### config.mk
export PLATFORM = sky130hd
export DESIGN_NAME = hazard_scoreboard
export DESIGN_NICKNAME = d
export VERILOG_FILES = /design/src/rtl/hazard_pkg.sv /design/src/rtl/hazard_instr_decode.sv /design/src/rtl/hazard_scoreboard.sv
export SDC_FILE = /design/constraint.sdc
export NUM_CORES = 1
export LEC_CHECK = 0
export BUFFER_PORTS_ARGS = -buffer_cell sky130_fd_sc_hd__buf_4
export CAP_MARGIN = 20
export CELL_PAD_IN_SITES_DETAIL_PLACEMENT = 2
export CELL_PAD_IN_SITES_GLOBAL_PLACEMENT = 2
export CORE_UTILIZATION = 36
export CTS_BUF_LIST = sky130_fd_sc_hd__clkbuf_4 sky130_fd_sc_hd__clkbuf_8
export DETAILED_ROUTE_END_ITERATION = 12
export PLACE_DENSITY_LB_ADDON = 0.1
export SLEW_MARGIN = 20
export SYNTH_ARGS = -nofsm -noshare
export SYNTH_HDL_FRONTEND = slang
export SYNTH_HIERARCHICAL = 1
export SYNTH_SLANG_ARGS = --single-unit
### constraint.sdc
create_clock -name clk -period 7.62 [get_ports clk]
set_input_delay 1.524 -clock clk [delete_from_list [all_inputs] [get_ports clk]]
set_output_delay 1.524 -clock clk [all_outputs]
set_load 0.01 [all_outputs]
### src/rtl/hazard_pkg.sv
// Shared opcode constants and the per-instruction class used by the hazard scoreboard.
package hazard_pkg;

   // RV32I major opcodes (instr[6:0])
   localparam logic [6:0] OP     = 7'b0110011;
   localparam logic [6:0] OP_IMM = 7'b0010011;
   localparam logic [6:0] LOAD   = 7'b0000011;
   localparam logic [6:0] STORE  = 7'b0100011;
   localparam logic [6:0] BRANCH = 7'b1100011;
   localparam logic [6:0] JAL    = 7'b1101111;
   localparam logic [6:0] JALR   = 7'b1100111;
   localparam logic [6:0] LUI    = 7'b0110111;
   localparam logic [6:0] AUIPC  = 7'b0010111;

   typedef struct packed {
      logic use_rs1;
      logic use_rs2;
      logic writes_rd;
      logic is_load;
      logic is_ctrl;
   } instr_class_t;

endpackage

### src/rtl/hazard_instr_decode.sv
// Classifies an instruction by opcode: which source fields it reads, whether it
// writes rd, and whether it is a load or a control-transfer instruction.
module hazard_instr_decode
   import hazard_pkg::*;
(
   input  logic [31:0]  instr,
   output instr_class_t cls
);

   // Only the opcode matters here; the rest of the word is decoded elsewhere.
   logic unused_fields;
   assign unused_fields = ^instr[31:7];

   // Opcode to class table; unknown opcodes read nothing and write nothing.
   always_comb begin
      cls = '0;
      case (instr[6:0])
         LUI, AUIPC, JAL: begin
            cls.writes_rd = 1'b1;
            cls.is_ctrl   = (instr[6:0] == JAL);
         end
         JALR: begin
            cls.use_rs1   = 1'b1;
            cls.writes_rd = 1'b1;
            cls.is_ctrl   = 1'b1;
         end
         LOAD: begin
            cls.use_rs1   = 1'b1;
            cls.writes_rd = 1'b1;
            cls.is_load   = 1'b1;
         end
         OP_IMM: begin
            cls.use_rs1   = 1'b1;
            cls.writes_rd = 1'b1;
         end
         OP: begin
            cls.use_rs1   = 1'b1;
            cls.use_rs2   = 1'b1;
            cls.writes_rd = 1'b1;
         end
         BRANCH: begin
            cls.use_rs1 = 1'b1;
            cls.use_rs2 = 1'b1;
            cls.is_ctrl = 1'b1;
         end
         STORE: begin
            cls.use_rs1 = 1'b1;
            cls.use_rs2 = 1'b1;
         end
         default: cls = '0;
      endcase
   end

endmodule

### src/rtl/hazard_scoreboard.sv
// Pending-write scoreboard hazard unit for the 5-stage pipeline. Drives the
// pipeline-register enables/flushes and the PC enable, and counts stall cycles.
// Build option: HAZARD_FORWARD_EN (bypass network present, only loads are scored).
module hazard_scoreboard
   import hazard_pkg::*;
#(
   parameter int unsigned NREG     = 32,
   parameter int unsigned SB_DEPTH = 2,
   parameter int unsigned CNT_W    = 32
) (
   input  logic             clk,
   input  logic             rst,
   input  logic             is_taken,
   input  logic             ex_busy,
   input  logic [31:0]      instr_D,
   input  logic [31:0]      instr_E,
   output logic             pc_enable,
   output logic             IF_ID_enable,
   output logic             ID_EX_enable,
   output logic             EX_ME_enable,
   output logic             ME_WB_enable,
   output logic             IF_ID_flush,
   output logic             ID_EX_flush,
   output logic             EX_ME_flush,
   output logic             ME_WB_flush,
   output logic [CNT_W-1:0] stall_count
);

   localparam int unsigned CW = $clog2(SB_DEPTH + 1);
   localparam int unsigned AW = $clog2(NREG);

   instr_class_t id_cls;
   instr_class_t ex_cls;

   hazard_instr_decode u_decode_id (
      .instr (instr_D),
      .cls   (id_cls)
   );

   hazard_instr_decode u_decode_ex (
      .instr (instr_E),
      .cls   (ex_cls)
   );

   logic [AW-1:0]    rs1;
   logic [AW-1:0]    rs2;
   logic [AW-1:0]    rd;
   logic [CW-1:0]    cnt_q [NREG];
   logic [CW-1:0]    cnt_d [NREG];
   logic [CW-1:0]    score_val;
   logic [CNT_W-1:0] stall_q;
   logic             raw;
   logic             redirect;
   logic             issue;
   logic             stall_event;

   assign rs1 = instr_D[15 +: AW];
   assign rs2 = instr_D[20 +: AW];
   assign rd  = instr_D[7 +: AW];

   // x0 never holds a nonzero count, so reads of x0 are never hazards.
   assign raw = (id_cls.use_rs1 && (cnt_q[rs1] != '0)) ||
                (id_cls.use_rs2 && (cnt_q[rs2] != '0));

   assign redirect    = is_taken && ex_cls.is_ctrl;
   assign issue       = !rst && !ex_busy && !redirect && !raw;
   // A freeze counts even if a redirect is waiting; a redirect cancels the RAW stall.
   assign stall_event = ex_busy || (raw && !redirect);

   // Cycles until the issuing instruction's result is visible in ID.
   always_comb begin
`ifdef HAZARD_FORWARD_EN
      score_val = id_cls.is_load ? CW'(1) : '0;
`else
      score_val = id_cls.writes_rd ? CW'(SB_DEPTH) : '0;
`endif
   end

   // Next counter values: issue load beats decrement, everything holds while frozen.
   always_comb begin
      for (int r = 0; r < NREG; r++) begin
         cnt_d[r] = cnt_q[r];
         if (!ex_busy && (r != 0)) begin
            if (issue && (score_val != '0) && (rd == AW'(r))) begin
               cnt_d[r] = score_val;
            end else if (cnt_q[r] != '0) begin
               cnt_d[r] = cnt_q[r] - 1'b1;
            end
         end
      end
   end

   // Scoreboard counters.
   always_ff @(posedge clk) begin
      for (int r = 0; r < NREG; r++) begin
         if (rst) begin
            cnt_q[r] <= '0;
         end else begin
            cnt_q[r] <= cnt_d[r];
         end
      end
   end

   // Saturating count of stalled or frozen ID cycles.
   always_ff @(posedge clk) begin
      if (rst) begin
         stall_q <= '0;
      end else if (stall_event && (stall_q != '1)) begin
         stall_q <= stall_q + 1'b1;
      end
   end

   assign stall_count = stall_q;

   // Pipeline control by priority: reset, freeze, redirect, RAW stall, run.
   always_comb begin
      pc_enable    = 1'b1;
      IF_ID_enable = 1'b1;
      ID_EX_enable = 1'b1;
      EX_ME_enable = 1'b1;
      ME_WB_enable = 1'b1;
      IF_ID_flush  = 1'b0;
      ID_EX_flush  = 1'b0;
      EX_ME_flush  = 1'b0;
      ME_WB_flush  = 1'b0;
      if (rst) begin
         pc_enable   = 1'b0;
         IF_ID_flush = 1'b1;
         ID_EX_flush = 1'b1;
         EX_ME_flush = 1'b1;
         ME_WB_flush = 1'b1;
      end else if (ex_busy) begin
         // Hold the front end and feed bubbles past EX; a pending redirect waits.
         pc_enable    = 1'b0;
         IF_ID_enable = 1'b0;
         ID_EX_enable = 1'b0;
         EX_ME_flush  = 1'b1;
      end else if (redirect) begin
         IF_ID_flush = 1'b1;
         ID_EX_flush = 1'b1;
      end else if (raw) begin
         pc_enable    = 1'b0;
         IF_ID_enable = 1'b0;
         ID_EX_flush  = 1'b1;
      end
   end

   // Class bits that this configuration does not consume.
   logic unused_cls;
   assign unused_cls = ^{ex_cls.use_rs1, ex_cls.use_rs2, ex_cls.writes_rd, ex_cls.is_load,
                         id_cls.is_ctrl, id_cls.is_load, id_cls.writes_rd};

endmodule

* Word level (Yosys, flattened, before mapping)
Memories as Yosys holds them, arrays and structs flattened.
Cells that the tools add are included.
** Word-level totals
- Bits in registers :: 32
- Latch bits :: 0
- Bits in writable memories :: 64
- Bits in read-only memories :: 0
- Bits of input ports :: 68
- Output and inout port bits :: 41
- Memories :: 1
** Memories
- cnt_q :: words 32, width 2, read ports 33, clocked after Yosys merged registers in 0, wr ports 32, line hazard_scoreboard.sv:48 : logic [CW-1:0] cnt_q [NREG];
** Cells by class
- Add/subtract/negate cells :: 32
- Multipliers :: 0
- Divide/modulo/power cells :: 0
- Magnitude comparators :: 0
- Equality and inequality tests :: 47
- Shift-type cells :: 0
- Multiplexer cells :: 149
- Bitwise operators :: 32
- Reduce and logical (&&, ||, !) cells :: 86
** Operator list (count)
- $mux W2 :: 126
- $eq A5 B5 Y1 const B :: 16
- $reduce_bool A2 Y1 :: 34
- $sub A2 B1 Y2 const B :: 31
- $eq A7 B7 Y1 const B :: 6
- $eq A5 B4 Y1 const B :: 8
- $logic_and A1 B1 Y1 :: 40
- $add A32 B1 Y32 const B :: 1
- $ne A32 B32 Y1 const B :: 1
- $or A1 B1 Y1 :: 32
- $eq A7 B6 Y1 const B :: 4
- $mux W1 :: 22
- $eq A7 B5 Y1 const B :: 3
- $eq A5 B3 Y1 const B :: 4
- $eq A5 B2 Y1 const B :: 2
- $eq A7 B2 Y1 const B :: 1
- $reduce_or A7 Y1 :: 1
- $reduce_or A3 Y1 :: 2
- $reduce_or A6 Y1 :: 1
- $eq A5 B1 Y1 const B :: 1
- $logic_not A1 Y1 :: 4
- $logic_or A1 B1 Y1 :: 2
- $pmux W1 S2 :: 1
- $reduce_and A2 Y1 :: 1
- other kinds (2) :: 2

* Longest topological paths before layout
- Depth in word-level cells :: 12
- Gate-level depth with buffers :: 12
- Mapped depth without buffers :: 10

* Cells and area by module
Netlist, hierarchy kept.
** Modules (own cells, without submodules)
- hazard_scoreboard :: instances 1, cells an instance 777, area each 5940.7 µm²
- hazard_instr_decode :: instances 2, cells an instance 15, area each 106.4 µm²

* Worst setup path before layout
OpenSTA, ideal clock, no wires.
- Path kind :: input -> output
- Start point :: in instr_D[17]
- End point :: out IF_ID_enable
- Arrival :: 3.537 ns
- Required time :: 6.096 ns
- Path slack :: 2.559 ns
- Stages :: 7
- Buffers on the path :: 0
- Cells stage by stage :: inv_1 mux4_2 o221a_1 or3b_1 o2111ai_1 a21oi_1 or2_2
** On the way
- Cells in the longest elaborated chain, start to end :: 8
** RTL lines
- start, declared :: line hazard_scoreboard.sv:15 : input logic [31:0] instr_D,
- $mem_v2 Z32 W2
- $reduce_bool A2 Y1 :: line hazard_scoreboard.sv:62 : assign raw = (id_cls.use_rs1 && (cnt_q[rs1] != '0)) ||
- $logic_and A1 B1 Y1 :: line hazard_scoreboard.sv:62
- $logic_or A1 B1 Y1 :: line hazard_scoreboard.sv:62
- $mux W1 :: line hazard_scoreboard.sv:141 : end else if (raw) begin
- $mux W1 :: line hazard_scoreboard.sv:138 : end else if (redirect) begin
- $mux W1 :: line hazard_scoreboard.sv:132 : end else if (ex_busy) begin
- $mux W1 :: line hazard_scoreboard.sv:126 : if (rst) begin
- end, declared :: line hazard_scoreboard.sv:18 : output logic IF_ID_enable,
Every way passes these cells.

* Worst setup path after layout
Ends and elaborated chain as after synthesis.

==> results.py <==
metrics = {
    "run_status": {
        "status": "finished clean",
    },
    "placed_design": {
        "gp_congestion": 0.777,
        "dpl_cell_area_um2": 6680,
        "dp_hpwl_um": 15300,
        "io_buffers": 71,
    },
    "layout": {
        "insertedDiodeCount": 0,
        "mostFrequentLayoutCell": "nor2_1",
        "layout.nets": 939,
        "fin_area_um2": 6900,
        "layout_common_cells": "96 x nor2_1, 94 x dfxtp_1, 85 x nand2_1",
        "area.growth.synth_to_final_pct": 14.2,
        "post-route-util_pct": 42.8,
        "drive_gt1_share_pct": 13.4,
    },
    "floorplanning": {
        "fp.dieH_um": 132,
        "ios": 109,
        "die_w_um": 132,
        "row_count": 46,
        "die-area_um2": 17300,
        "core-area_um2": 16100,
        "initial_utilization_pct": 37.5,
    },
    "clocking": {
        "post_cts_resized": 0,
        "cts_buffer_depth": 2,
        "root_buffer": "clkbuf_8",
        "clk_latency_ns": 0.39,
        "ctsHtreeMaxLevel": 3,
        "clk_pin_slew_ns": 0.10,
        "cts_tree": "yes",
        "cts_setup_buffers": 0,
        "cts_num_sinks": 94,
        "cts_buffers": 9,
        "cts-hold-fix-buffers": 0,
    },
    "critical_path": {
        "cp.arrival_ns": 4.32,
        "cp_cell_sequence": "buf_4 -> inv_1 -> mux4_2 -> o221a_1 -> or3b_1 -> o2111ai_1 -> a21oi_1 -> or2_2 -> buf_4",
        "cp_top_family": "compound AO/OA/AOI/OAI gates",
        "startpoint_type": "primary input",
        "path_max_fanout": 11,
        "slowest_delay_ns": 0.54,
        "critPathBufInv": 3,
        "critical_path_class": "in2out",
        "cp_common_cell": "buf_4",
        "crit_path_top_delay_cell": "mux4_2",
        "crit_required_ns": 6.10,
        "worst_setup_path_end_kind": "output port",
    },
    "route": {
        "avgRoutedWirePerCell_um": 19.3,
        "drt_pre_antenna_iters": 4,
        "drtIter0Drc": 234,
        "via_count": 6016,
        "drc_errors": 0,
        "ant_nets": 0,
        "routed_wl_um": 20500,
        "vias_per_cell": 5.68,
    },
    "pwr": {
        "p_clk_share_pct": 27.6,
        "p_per_area_nw_per_um2": 202,
        "seqPwrFrac_pct": 43.1,
        "leakagePower_nw": 2.35,
        "p_sw_uw": 483,
        "vdd_drop_max_mv": 0.0887,
        "comb_power_share_pct": 29.3,
        "p_int_uw": 910,
        "netSwitchingFraction_pct": 34.7,
    },
    "job": {
        "max_cap_viol_count": 0,
    },
    "timing": {
        "hold_viol": 0,
        "fin_skew_ns": 0.0126,
        "rsz0062_at_grt": "no",
        "fin_crit_sh_pct": 76.6,
        "finalSetupTns_ns": 0,
        "tightest_slew_ns": 0.964,
        "finalMaxSlewViolations": 0,
        "min_period_ns": 5.84,
        "relSlewSlack_pct": 35.5,
        "fmax_mhz": 171,
        "setup_viol": 0,
        "holdWs_ns": 0.503,
    },
    "global_routing": {
        "grt_usage_pct": 24.2,
        "grt_max_degree": 70,
        "grt_pass1_vias": 6525,
        "antenna_found_initial": 0,
        "grt_overflow_total": 0,
        "grt_pass1_wl_um": 33700,
    },
    "yosys": {
        "avgSynthCellArea_um2": 7.62,
        "synth_cells": 793,
        "netlist_area_um2": 6040,
        "yosysWarnings": 6,
    },
    "min_path": {
        "hp-class": "reg2reg",
    },
}
[per-stage QoR]
stage                     total power, mW  instances  setup WS (ns)
after floorplan                     0.888        794           2.56
after global placement              0.969       1044           1.87
after detailed placement             1.02       1044           1.78
after CTS                            1.41       1059           1.77
after global routing                 1.48       1059           1.50
final                                1.39       1059           1.78
[state kept, by name, indices dropped and copies added (netlist names)]
signal	cells
cnt_q	62
stall_count	32
[worst reg2reg max path: stages, from the launching register on]
cell and delay, ns:
dfxtp_1 0.41, nor2_1 0.09, mux4_2 0.48, o221a_1 0.29, or3b_1 0.42, o2111ai_2 0.26
nand3b_4 0.48, nor3_1 0.45, mux2_2 0.37
[worst paths after layout]
path,start,to,slack (ns),cells past startpoint
min reg2reg,cnt_q[28][0],cnt_q[28][0],0.50,2
max reg2reg,cnt_q[15][0],stall_count[29],4.27,8
max,instr_D[17],IF_ID_enable,1.78,9
min,cnt_q[28][0],cnt_q[28][0],0.50,2
[layout make-up]
type                    instances  area [um^2]
clock buffers                  10          131
well taps                     216          270
clock inverters                 5         83.8
flip-flops and latches         94         1880
repair buffers                 74          556
fillers                      1903         9220
inverters                      73          274
multi-input cells             587         3700
[layer usage]
metal | wire (um) | vias to the layer above | global-route usage [%]
li1 | - | 2896 | -
met1 | 9140 | 3007 | 29.7
met2 | 10400 | 86 | 43.2
met3 | 570 | 27 | 3.01
met4 | 422 | 0 | 8.14
met5 | 0 | - | 0
[power by group through the flow]
stage | combinational (mW) | clock (mW) | sequential [mW]
finish | 0.408 | 0.385 | 0.600
global route | 0.461 | 0.414 | 0.609
CTS | 0.412 | 0.395 | 0.601
detailed placement | 0.408 | 0 | 0.612
global placement | 0.366 | 0 | 0.603
floorplan | 0.295 | 0 | 0.593
(Power assumes the default switching activity.)
